==> config.mk <==
export PLATFORM = sky130hd
export DESIGN_NAME = read_data_check
export DESIGN_NICKNAME = d
export VERILOG_FILES = /design/src/rtl/rdchk_pkg.sv /design/src/rtl/rdchk_addr_gen.sv /design/src/rtl/read_data_check.sv
export SDC_FILE = /design/constraint.sdc
export NUM_CORES = 1
export LEC_CHECK = 0
export CAP_MARGIN = 20
export CORE_ASPECT_RATIO = 0.8
export CORE_MARGIN = 1
export CORE_UTILIZATION = 46
export DETAILED_ROUTE_END_ITERATION = 16
export HOLD_SLACK_MARGIN = 0.1
export PLACE_DENSITY = 0.77
export SYNTH_ARGS = -nofsm -noshare
export SYNTH_HDL_FRONTEND = slang
export SYNTH_SLANG_ARGS = --single-unit
==> constraint.sdc <==
create_clock -name clk -period 2 [get_ports clk]
set_input_delay 0.3 -clock clk [delete_from_list [all_inputs] [get_ports clk]]
set_output_delay 0.3 -clock clk [all_outputs]
set_load 0.005 [all_outputs]
==> src/rtl/rdchk_pkg.sv <==
// Shared constants and state type for the read-side pattern checker.
// The write-pattern sequencer imports the same constants, so the addresses
// it fills and the addresses read back here cannot drift apart.
package rdchk_pkg;

  typedef enum logic [2:0] {
    S_IDLE,
    S_ISSUE,
    S_WAIT,
    S_CHECK,
    S_DONE
  } rdchk_state_e;

  localparam int unsigned DEF_NUM_WORDS = 9;
  localparam logic [30:0] DEF_BASE_ADDR = 31'h000_1000;
  localparam logic [30:0] DEF_STRIDE    = 31'h4;
  localparam int unsigned DEF_TIMEOUT   = 255;

  // Per-word wait timer width; covers TIMEOUT up to 255.
  localparam int unsigned TMO_W = 8;
  // Word index width; covers NUM_WORDS up to 15.
  localparam int unsigned IDX_W = 4;

endpackage

==> src/rtl/rdchk_addr_gen.sv <==
// Read address generator: tracks the word index, produces
// BASE_ADDR + idx*STRIDE incrementally (31-bit wrap), flags the last word.
module rdchk_addr_gen
  import rdchk_pkg::*;
#(
  parameter int unsigned NUM_WORDS = DEF_NUM_WORDS,
  parameter logic [30:0] BASE_ADDR = DEF_BASE_ADDR,
  parameter logic [30:0] STRIDE    = DEF_STRIDE
) (
  input  logic        clk,
  input  logic        rst,
  input  logic        i_clear,
  input  logic        i_advance,
  output logic [30:0] o_addr,
  output logic        o_last
);

  logic [IDX_W-1:0] r_idx;
  logic [30:0]      r_addr;

  // Index and running address; the address is accumulated rather than multiplied.
  always_ff @(posedge clk) begin
    if (rst || i_clear) begin
      r_idx  <= '0;
      r_addr <= BASE_ADDR;
    end else if (i_advance) begin
      r_idx  <= r_idx + 1'b1;
      r_addr <= r_addr + STRIDE;
    end
  end

  assign o_addr = r_addr;
  assign o_last = (r_idx == IDX_W'(NUM_WORDS - 1));

endmodule

==> src/rtl/read_data_check.sv <==
// Read-back checker for the MIG write-pattern test path: reads NUM_WORDS
// single words one at a time and expects data == address.
// Optional build macro READ_DATA_CHECK_STOP_ON_ERR_EN: end the run at the
// first mismatch or timeout instead of reading every word.
module read_data_check
  import rdchk_pkg::*;
#(
  parameter int unsigned NUM_WORDS = DEF_NUM_WORDS,
  parameter logic [30:0] BASE_ADDR = DEF_BASE_ADDR,
  parameter logic [30:0] STRIDE    = DEF_STRIDE,
  parameter int unsigned TIMEOUT   = DEF_TIMEOUT
) (
  input  logic        clk,
  input  logic        rst,
  input  logic        start,
  input  logic        mc_rd_rdy,
  output logic        rd_en,
  output logic [30:0] rd_addr,
  input  logic        rd_data_valid,
  input  logic [30:0] rd_data,
  output logic        busy,
  output logic        done,
  output logic        pass,
  output logic [7:0]  err_cnt,
  output logic [30:0] err_addr,
  output logic        timeout
);

  localparam logic [TMO_W-1:0] TMO_LAST = TMO_W'(TIMEOUT - 1);

  rdchk_state_e     r_state, w_next;
  logic [TMO_W-1:0] r_timer;
  logic [30:0]      r_data;
  logic             r_tmo_word;
  logic             r_pass;
  logic [7:0]       r_err_cnt;
  logic [30:0]      r_err_addr;
  logic             r_timeout;

  logic        w_clear;
  logic        w_advance;
  logic [30:0] w_addr;
  logic        w_last;
  logic        w_mismatch;
  logic        w_tmo_hit;
  logic        w_err_evt;
  logic        w_stop;

  rdchk_addr_gen #(
    .NUM_WORDS (NUM_WORDS),
    .BASE_ADDR (BASE_ADDR),
    .STRIDE    (STRIDE)
  ) u_addr_gen (
    .clk       (clk),
    .rst       (rst),
    .i_clear   (w_clear),
    .i_advance (w_advance),
    .o_addr    (w_addr),
    .o_last    (w_last)
  );

  // A timed-out word skips the data compare; its error is counted in WAIT.
  assign w_mismatch = (r_state == S_CHECK) && !r_tmo_word && (r_data != w_addr);
  assign w_tmo_hit  = (r_state == S_WAIT) && !rd_data_valid && (r_timer == TMO_LAST);
  assign w_err_evt  = w_mismatch || w_tmo_hit;

`ifdef READ_DATA_CHECK_STOP_ON_ERR_EN
  assign w_stop = w_mismatch || r_tmo_word;
`else
  assign w_stop = 1'b0;
`endif

  // State register.
  always_ff @(posedge clk) begin
    if (rst) r_state <= S_IDLE;
    else     r_state <= w_next;
  end

  // Next-state decode plus address generator control.
  always_comb begin
    w_next    = r_state;
    w_clear   = 1'b0;
    w_advance = 1'b0;
    case (r_state)
      S_IDLE: begin
        if (start) begin
          w_clear = 1'b1;
          w_next  = S_ISSUE;
        end
      end
      S_ISSUE: begin
        if (mc_rd_rdy) w_next = S_WAIT;
      end
      S_WAIT: begin
        if (rd_data_valid || w_tmo_hit) w_next = S_CHECK;
      end
      S_CHECK: begin
        if (w_last || w_stop) begin
          w_next = S_DONE;
        end else begin
          w_advance = 1'b1;
          w_next    = S_ISSUE;
        end
      end
      S_DONE:  w_next = S_IDLE;
      default: w_next = S_IDLE;
    endcase
  end

  // Per-word timer, data capture, and run result registers.
  always_ff @(posedge clk) begin
    if (rst) begin
      r_timer    <= '0;
      r_data     <= '0;
      r_tmo_word <= 1'b0;
      r_pass     <= 1'b0;
      r_err_cnt  <= '0;
      r_err_addr <= '0;
      r_timeout  <= 1'b0;
    end else begin
      case (r_state)
        S_IDLE: begin
          if (start) begin
            r_pass     <= 1'b0;
            r_err_cnt  <= '0;
            r_err_addr <= '0;
            r_timeout  <= 1'b0;
          end
        end
        S_ISSUE: begin
          r_timer    <= '0;
          r_tmo_word <= 1'b0;
        end
        S_WAIT: begin
          if (rd_data_valid) begin
            r_data <= rd_data;
          end else begin
            r_timer <= r_timer + 1'b1;
            if (w_tmo_hit) begin
              r_tmo_word <= 1'b1;
              r_timeout  <= 1'b1;
            end
          end
        end
        S_DONE:  r_pass <= (r_err_cnt == '0);
        default: ;
      endcase
      if (w_err_evt) begin
        if (r_err_cnt != '1) r_err_cnt <= r_err_cnt + 1'b1;
        if (r_err_cnt == '0) r_err_addr <= w_addr;
      end
    end
  end

  assign rd_en    = (r_state == S_ISSUE);
  assign rd_addr  = w_addr;
  assign busy     = (r_state != S_IDLE);
  assign done     = (r_state == S_DONE);
  assign pass     = r_pass;
  assign err_cnt  = r_err_cnt;
  assign err_addr = r_err_addr;
  assign timeout  = r_timeout;

endmodule

Word level (Yosys, flattened, before mapping)
Cells that the tools add are included.
- logic and storage cells: 73
- output and inout bits: 75
- register bits after elaboration: 119
- input port bits: 36
- eq/ne operators: 13
- reductions and logical operators: 21
- add/subtract/negate cells: 4
- multiplexer cells: 25
- operator list (cell ; count):
    2-to-1 mux 31 bit ; 4
    2-to-1 mux 8 bit ; 5
    adder 31 x 3 -> 31 bit, second input constant ; 1
    inequality test 31 bit ; 1
    adder 8 x 1 -> 8 bit, second input constant ; 2
    one-hot mux 8 bit (2 select lines) ; 1
    2-to-1 mux 3 bit ; 4
    one-hot mux 3 bit (4 select lines) ; 1
    equality test 8 bit, second input constant ; 1
    logical NOT 8 bit ; 1
    inequality test 2 bit, second input constant ; 4
    inequality test 8 bit, second input constant ; 1
    2-to-1 mux 1 bit ; 7
    equality test 3 x 2 -> 1 bit, second input constant ; 2
    one-hot mux 1 bit (2 select lines) ; 3
    AND reduction 2 bit ; 3
    AND reduction 3 bit ; 2
    nonzero test 2 bit ; 3
    adder 4 x 1 -> 4 bit, second input constant ; 1
    equality test 4 bit, second input constant ; 1
    logical AND 1 bit ; 4
    AND reduction 4 bit ; 1
    equality test 3 x 1 -> 1 bit, second input constant ; 1
    equality test 3 bit, second input constant ; 1
    other kinds (5) ; 8

Logic depth before layout (Yosys ltp)
Gate-level depths: netlist of run 1.
- depth after elaboration: 6
- depth in mapped cells: 10
- mapped depth without buffers: 9

Hierarchy
A second synthesis of run 1 with hierarchy kept.
- cells, all modules: 646
- area total of the unflattened synthesis: 5672.9 um^2
- modules (own cells, without submodules) (module ; times used ; area each (um^2) ; cells an instance ; sequential area each (um^2)):
    read_data_check ; 1 ; 4134.0 ; 467 ; 1681.6
    rdchk_addr_gen ; 1 ; 1539.0 ; 179 ; 660.6

Least setup slack after synthesis of run 1
Ideal clock, no wire load.
- path kind: reg-to-reg
- start: reg r_state[0]
- end: reg r_err_addr[23] (netlist: err_addr[23])
- clock period less this slack: 2.127 ns
- required time: 1.928 ns
- setup slack: -0.127 ns
- cell stages (with the launch flop): 9
- library setup time: 0.072 ns
- arrival: 2.055 ns
- path through: dfxtp_1 -> buf_6 -> or4b_4 -> or3_4 -> and2_4 -> nor2b_2 -> buf_4 -> buf_6 -> mux2i_1
- longest elaborated chain between the ends: 5
- RTL lines (what ; line ; text):
    from (decl) ; read_data_check.sv:31 ; rdchk_state_e r_state, w_next;
    from (signal assigned) ; read_data_check.sv:76 ; else r_state <= w_next;
    equality test 3 x 2 -> 1 bit, on equally long branches ; read_data_check.sv:63, read_data_check.sv:64 ;
    logical AND 1 bit, on equally long branches (2 in series) ; read_data_check.sv:63, read_data_check.sv:64 ;
    logical OR 1 bit ; read_data_check.sv:65 ; assign w_err_evt = w_mismatch || w_tmo_hit;
    2-to-1 mux 31 bit (*) ; read_data_check.sv:148 ; if (w_err_evt) begin
    to (signal assigned) ; read_data_check.sv:150 ; if (r_err_cnt == '0) r_err_addr <= w_addr;
    to (decl) ; read_data_check.sv:37 ; logic [30:0] r_err_addr;
Every way passes the cells marked *; elsewhere a longest branch is shown, timed or not.
A chain may end at the register's enable or synchronous reset.

Worst setup path in the final report of run 1
- start: reg r_state[2]
- end: reg r_err_addr[28] (netlist: err_addr[28])
Same word-level chain as after synthesis.

==> results of run 1 <==
worst min-delay path by stage:
stage,startpoint,end,slack [ps],cells after the start
detailed placement,r_data[0],r_data[0],450,2
finish,rd_data[29],r_data[29],430,3
global placement,r_data[1],r_data[1],450,2
floorplan,rd_data[0],r_data[0],440,2
global route,rd_data[29],r_data[29],430,3
CTS,rd_data[29],r_data[29],430,3
metrics by stage:
stage               power [W]  hold slack [ps]
CTS                   0.00601              426
detailed placement    0.00277              452
floorplan             0.00260              436
finish                0.00604              433
global route          0.00619              430
global placement      0.00276              449
cells by family (layout without fill, tap and decap cells):
family,after synthesis,in the layout,synth area share
simple gates,283,283,0.252
flops,117,117,0.441
compound gates,76,76,0.0800
xor+xnor,61,61,0.100
buf+inv,51,248,0.0473
mux,33,33,0.0624
fa+ha+maj,7,7,0.0165
other cells,1,2,0.000705
per-layer routing:
metal	wire length [um]	global-route usage	vias up
met3	1360	0.0724	42
li1	-	-	2501
met1	7430	0.377	2595
met2	8080	0.434	295
met5	0	0	-
met4	435	0.0985	0
registers in the layout (all words and copies together) (netlist names):
register / cells
err_addr: 31
r_timer: 8
pass: 1
u_addr_gen.o_addr: 29
u_addr_gen.r_idx: 4
r_state: 3
timeout: 1
err_cnt: 8
r_data: 31
r_tmo_word: 1
placed cells by master, fill, tap and decap left out, types with 3 or more instances in the layout:
cell type / count
sky130_fd_sc_hd__clkbuf_16: 17
sky130_fd_sc_hd__clkinvlp_4: 3
sky130_fd_sc_hd__nor2_4: 3
sky130_fd_sc_hd__a21oi_1: 48
sky130_fd_sc_hd__or3_1: 7
sky130_fd_sc_hd__nor2_1: 45
sky130_fd_sc_hd__xnor2_1: 16
sky130_fd_sc_hd__bufinv_16: 4
sky130_fd_sc_hd__nand2b_1: 3
sky130_fd_sc_hd__dfxtp_1: 105
sky130_fd_sc_hd__buf_12: 6
sky130_fd_sc_hd__buf_6: 9
sky130_fd_sc_hd__buf_4: 77
sky130_fd_sc_hd__xor2_2: 3
sky130_fd_sc_hd__clkinv_4: 4
sky130_fd_sc_hd__and2_1: 5
sky130_fd_sc_hd__ha_1: 6
sky130_fd_sc_hd__clkdlybuf4s50_1: 105
sky130_fd_sc_hd__nor3b_2: 4
sky130_fd_sc_hd__nand4_1: 9
sky130_fd_sc_hd__xor2_1: 42
sky130_fd_sc_hd__nand2_1: 120
sky130_fd_sc_hd__and3_1: 4
sky130_fd_sc_hd__inv_1: 13
sky130_fd_sc_hd__nor3_1: 3
sky130_fd_sc_hd__nand3_1: 44
sky130_fd_sc_hd__and4_1: 5
sky130_fd_sc_hd__nor4_1: 6
sky130_fd_sc_hd__mux2i_1: 30
sky130_fd_sc_hd__o21ai_0: 10
sky130_fd_sc_hd__dfxtp_2: 10
layout make-up:
cell class	instances	area [um^2]
flip-flops and latches	117	2360
repair buffers	202	1940
inverters	14	52.6
well taps	144	180
clock buffers	18	429
clock inverters	14	203
fillers	684	2940
multi-input cells	462	2960
worst min-delay path: stages:
cell	delay, ps
sky130_fd_sc_hd__clkdlybuf4s50_1	390
sky130_fd_sc_hd__nand2_1	60
sky130_fd_sc_hd__a21oi_1	50
power by group through the flow:
stage / Clock, W / Combinational (W) / Sequential [W]
floorplan: 0 / 0.000190 / 0.00241
global placement: 0 / 0.000343 / 0.00241
detailed placement: 0 / 0.000357 / 0.00242
CTS: 0.00325 / 0.000390 / 0.00236
global route: 0.00339 / 0.000438 / 0.00236
finish: 0.00326 / 0.000412 / 0.00236
what timing repair did:
item                                    4_1_cts  5_1_grt
gates cloned                                  2        0
endpoints found under the setup margin       49       59
setup buffers                                 9        5
pin swaps                                     9       11
gates resized for setup                      30       37
==> results.sh, run 1 <==
export IMPL_count_of_mapped_cells_out_of_synthesis=629
export IMPL_dpl_instance_area_um2=7080
export IMPL_hpwlAfterDp_um=11200
export IMPL_worstPathBufferInverterCount=2
export IMPL_timing_reg2reg_worst_path_depth=7
export IMPL_grt_setup_unrepaired="yes"
export IMPL_setup_slack_ps=-194
export IMPL_finalNonFillerCells=971
export IMPL_yosys_cell_types_count=52
export IMPL_cts_root_buffer="sky130_fd_sc_hd__clkbuf_16"
export IMPL_detail_route_drc_violations=0
export IMPL_synth_edf_count=0
export IMPL_r2r_slack_ps=-190
export IMPL_max_stage_delay_ps=530
export IMPL_fin_worst_skew_ps=10.1
export IMPL_cts_num_sinks=117
export IMPL_yosysTopAreaCellShare=0.441
export IMPL_post_route_util=0.734
export IMPL_gr_usage_all_layers=0.281
export IMPL_synth_area_um2=5320
export IMPL_dp_slack_ps=-487
export IMPL_combPwrFrac=0.068
export IMPL_critPathCaptureType="flip-flop"
export IMPL_numCtsBuffers=17
export IMPL_sw_frac_of_total=0.230
export IMPL_net_switching_power_w=0.00139
export IMPL_initial_core_util=0.481
export IMPL_run_status="finished, violations left"
export IMPL_max_clock_freq_mhz=456
export IMPL_critical_path_peak_fanout=6
export IMPL_worstSetupStartpoint="r_state[2]"
export IMPL_total_leakage_power_nw=3.12
export IMPL_clk_insertion_delay_late_ps=420
export IMPL_post_layout_nets=857
export IMPL_clkTransAtPathRegs_ps=60
export IMPL_overall_overflow_remaining_after_global_route=0
export IMPL_violations_in_the_final_reports="negative setup slack"
export IMPL_cts_hold_fix_buffers=0
export IMPL_antenna_found_initial=0
export IMPL_ir_drop_mv=0.644
export IMPL_r2r_end="err_addr[28]"
export IMPL_synth_commonest_cells="sky130_fd_sc_hd__nand2_1 (120), sky130_fd_sc_hd__dfxtp_1 (117), sky130_fd_sc_hd__a21oi_1 (49)"
export IMPL_pin_count_of_the_biggest_net_entering_global_routing=59
export IMPL_detail_route_wirelength_um=17300
export IMPL_path_delay_family="simple AND/OR/NAND/NOR gates"
export IMPL_rows=34
export IMPL_vias=5433
export IMPL_ys_top_cells_by_area="sky130_fd_sc_hd__dfxtp_1 (44%), sky130_fd_sc_hd__nand2_1 (8.5%), sky130_fd_sc_hd__xor2_1 (7.4%), sky130_fd_sc_hd__mux2i_1 (6.0%), sky130_fd_sc_hd__a21oi_1 (4.6%)"
export IMPL_register_bit_total_from_synthesis=117
export IMPL_layout_min_cycle_time_ps=2190
export IMPL_place_inst=924
export IMPL_timing_critical_path_required_ps=2320
export IMPL_power_sequential_fraction=0.392
export IMPL_num_io_pins=111
export IMPL_data_arrival_time_of_the_worst_path_ps=2510
export IMPL_initialDrtViolationCount=425
export IMPL_port_buffers=108
export IMPL_report_final_setup_viol=35
export IMPL_cap_violations=0
export IMPL_cts_htree_levels=4
export IMPL_hold_path_class="in -> reg"
export IMPL_ys_flop_type="sky130_fd_sc_hd__dfxtp_1"
export IMPL_core_region_area_um2=11100
export IMPL_layout_cell_area_non_filler_um2=8120
export IMPL_final_period_utilization=1.10
export IMPL_power_density_nw_per_um2=743
export IMPL_via_density_per_instance=5.60
export IMPL_post_synth_cell_area_avg_um2=8.45
export IMPL_critical_path_cell_chain="or4b_4, or3_4, and2_4, nor2b_4, buf_4, buf_16, mux2i_1"
export IMPL_drt_pass1_iterations=6
export IMPL_timing_final_max_slew_violations=0
export IMPL_fp_dieW_um=122
export IMPL_r2r_start="r_state[2]"
export IMPL_synth_top_cell_by_area="sky130_fd_sc_hd__dfxtp_1"
export IMPL_antenna_violating_nets_post_route=0
export IMPL_area_growth_syn_to_layout_pct=52.8
export IMPL_final_setup_tns_ps=-2390
export IMPL_fp_dieArea_um2=12000
export IMPL_post_route_cells_drive_above_1_share=0.216
export IMPL_timing_hold_violations_final=0
export IMPL_setup_worst_path_start_class="flip-flop"
export IMPL_final_wtd_congestion=0.929
export IMPL_sequential_element_share_of_the_synthesized_area=0.441
export IMPL_tritoncts="built"
export IMPL_vias_in_the_first_global_route=5191
export IMPL_slowest_stage="sky130_fd_sc_hd__or4b_4"
export IMPL_count_leader_synth="sky130_fd_sc_hd__nand2_1"
export IMPL_clock_tree_buffer_depth=2
export IMPL_ys_warn_count=0
export IMPL_crit_cells=7
export IMPL_floorplan_die_height_um=98.2
export IMPL_wire_length_of_the_first_global_routing_pass_um=26100
export IMPL_path_class="reg -> reg"
export IMPL_endpoint="err_addr[28]"
export IMPL_synth_async_reset_ratio=0
export IMPL_clockPowerShare=0.540
export IMPL_post_drt_wl_per_cell_um=17.8
export IMPL_num_antenna_cells=0
export IMPL_power_internal_w=0.00465
No activity file was read; power rests on OpenSTA's default activity.
==> run 2, diff against run 1 <==
--- a/config.mk
+++ b/config.mk
@@ -7,11 +7,11 @@
 export LEC_CHECK = 0
 export CAP_MARGIN = 20
 export CORE_ASPECT_RATIO = 0.8
-export CORE_MARGIN = 1
-export CORE_UTILIZATION = 46
+export CORE_MARGIN = 2
+export CORE_UTILIZATION = 55
 export DETAILED_ROUTE_END_ITERATION = 16
 export HOLD_SLACK_MARGIN = 0.1
-export PLACE_DENSITY = 0.77
+export PLACE_DENSITY = 0.86
 export SYNTH_ARGS = -nofsm -noshare
 export SYNTH_HDL_FRONTEND = slang
 export SYNTH_SLANG_ARGS = --single-unit
==> constraint.sdc (replaced) <==
create_clock -name clk -period 2.64 [get_ports clk]
set_input_delay 0.396 -clock clk [delete_from_list [all_inputs] [get_ports clk]]
set_output_delay 0.396 -clock clk [all_outputs]
set_load 0.005 [all_outputs]
==> run 2 against run 1 <==
Compared with the run above:
- the run now ends clean
- via count fell by 8.2%
- routed wire length fell by 15%
- sequential share of layout area rose by 3.5 points
- register-to-register slack improved by 410 ps
- clock power fell by 28%
- hold slack improved by 34 ps
- design area fell by 12%
- power fell by 27%
- first-iteration DRC count rose by 11%
- combinational power fell by 43%
- critical path depth fell by 4
- critical endpoint is now rd_en
- largest cell class unchanged
- largest power group unchanged
==> results.sh, run 2 (synthesis results as in run 1) <==
export IMPL_wire_length_of_the_first_global_routing_pass_um=23800
export IMPL_via_density_per_instance=5.68
export IMPL_antenna_found_initial=0
export IMPL_cts_resized=0
export IMPL_cap_violations=0
export IMPL_drt_pass1_iterations=5
export IMPL_r2r_end="u_addr_gen.o_addr[26]"
export IMPL_pin_count_of_the_biggest_net_entering_global_routing=38
export IMPL_tritoncts="built"
export IMPL_num_antenna_cells=0
export IMPL_finalNonFillerCells=879
export IMPL_clk_insertion_delay_late_ps=410
export IMPL_timing_hold_violations_final=0
export IMPL_fp_dieW_um=114
export IMPL_setup_worst_path_start_class="flip-flop"
export IMPL_grt_setup_unrepaired="no"
export IMPL_global_route_usage_met1=0.386
export IMPL_data_arrival_time_of_the_worst_path_ps=2080
export IMPL_max_stage_delay_ps=540
export IMPL_final_period_utilization=0.936
export IMPL_overall_overflow_remaining_after_global_route=0
export IMPL_post_route_util=0.754
export IMPL_timing_slew_headroom=0.610
export IMPL_post_layout_nets=790
export IMPL_report_final_setup_viol=0
export IMPL_worstSetupStartpoint="r_state[0]"
export IMPL_cts_repair_timing_setup_buffer_count=0
export IMPL_ir_drop_mv=0.378
export IMPL_timing_final_max_slew_violations=0
export IMPL_clock_tree_buffer_depth=2
export IMPL_slowest_stage="sky130_fd_sc_hd__or3b_2"
export IMPL_antenna_violating_nets_post_route=0
export IMPL_final_wtd_congestion=0.849
export IMPL_hold_path_class="reg -> reg"
export IMPL_r2r_slack_ps=220
export IMPL_path_class="reg -> out"
export IMPL_run_status="finished clean"
export IMPL_rows=32
export IMPL_fp_dieArea_um2=10500
export IMPL_detail_route_wirelength_um=14700
export IMPL_post_route_cells_drive_above_1_share=0.0908
export IMPL_gr_max_usage_layer="met2"
export IMPL_critical_path_peak_fanout=10
export IMPL_initial_core_util=0.558
export IMPL_fin_worst_skew_ps=8.87
export IMPL_max_clock_freq_mhz=405
export IMPL_initialDrtViolationCount=470
export IMPL_detail_route_drc_violations=0
export IMPL_cts_num_sinks=117
export IMPL_clkTransAtPathRegs_ps=50
export IMPL_final_setup_tns_ps=0
export IMPL_post_drt_wl_per_cell_um=16.8
export IMPL_place_inst=847
export IMPL_layout_min_cycle_time_ps=2470
export IMPL_hpwlAfterDp_um=10100
export IMPL_mostFrequentLayoutCells="sky130_fd_sc_hd__nand2_1 (120), sky130_fd_sc_hd__dfxtp_1 (117), sky130_fd_sc_hd__clkdlybuf4s50_1 (108), sky130_fd_sc_hd__a21oi_1 (49), sky130_fd_sc_hd__nor2_1 (48)"
export IMPL_cts_hold_fix_buffers=0
export IMPL_endpoint="rd_en"
export IMPL_power_density_nw_per_um2=612
export IMPL_use_met3=0.0608
export IMPL_critPathCaptureType="primary output"
export IMPL_critical_path_cell_chain="or3b_2, inv_1, clkdlybuf4s50_1"
export IMPL_tightest_slew_ps=584
export IMPL_met2_usage=0.454
export IMPL_gr_usage_all_layers=0.290
export IMPL_r2r_start="u_addr_gen.r_idx[0]"
export IMPL_area_growth_syn_to_layout_pct=35.2
export IMPL_cts_root_buffer="sky130_fd_sc_hd__clkbuf_16"
export IMPL_totalPowerFinal_w=0.00440
export IMPL_final_common_cell="sky130_fd_sc_hd__nand2_1"
export IMPL_vias_in_the_first_global_route=4800
export IMPL_total_leakage_power_nw=2.64
export IMPL_numCtsBuffers=17
export IMPL_timing_reg2reg_worst_path_depth=10
export IMPL_floorplan_die_height_um=91.9
export IMPL_num_io_pins=111
export IMPL_timing_critical_path_required_ps=2240
export IMPL_port_buffers=108
export IMPL_vias=4989
export IMPL_cts_htree_levels=4
export IMPL_core_region_area_um2=9530
[run 2: critical path: cells and delay by family, from the launching register on]
family / cells / cell delay (ps)
DFF: 1 / 530
buffers and inverters: 2 / 600
and+or+nand+nor: 1 / 540
[run 2: how the worst min path moves through the flow]
stage	start	end	slack (ps)	depth (start not counted)
2_1_floorplan	r_data[1]	r_data[1]	440	2
3_3_place_gp	r_data[1]	r_data[1]	450	2
3_5_place_dp	r_data[0]	r_data[0]	450	2
4_1_cts	r_data[7]	r_data[7]	470	2
5_1_grt	r_tmo_word	r_tmo_word	490	2
6_report	timeout	timeout	470	2
[run 2: final cells by class]
cell class,count,area [um^2]
clock inverters,11,151
repair buffers,135,1300
fillers,611,2340
clock buffers,21,460
well taps,119,149
multi-input cells,462,2740
flip-flops and latches,117,2340
inverters,14,52.6
[run 2: power breakdown]
| group | switching, W | leakage (nW) | internal (W) |
|---|---|---|---|
| Combinational | 0.000131 | 1.41 | 0.000103 |
| Clock | 0.000830 | 0.285 | 0.00153 |
| Sequential | 0.0000180 | 0.943 | 0.00178 |
[run 2: per-layer routing]
| layer | vias up | routed length, um |
|---|---|---|
| met2 | 223 | 6720 |
| met1 | 2362 | 6580 |
| li1 | 2365 | - |
| met4 | 0 | 418 |
| met3 | 39 | 1030 |
| met5 | - | 0 |
[run 2: stage by stage]
| step | cell area (um^2) | setup slack [ps] | hold slack, ps |
|---|---|---|---|
| final | 7190 | 168 | 467 |
| after global routing | 7190 | 55.3 | 490 |
| after CTS | 7190 | 168 | 470 |
| after detailed placement | 6580 | 9.68 | 452 |
| after global placement | 6580 | 75.6 | 447 |
| after floorplan | 5320 | 513 | 436 |
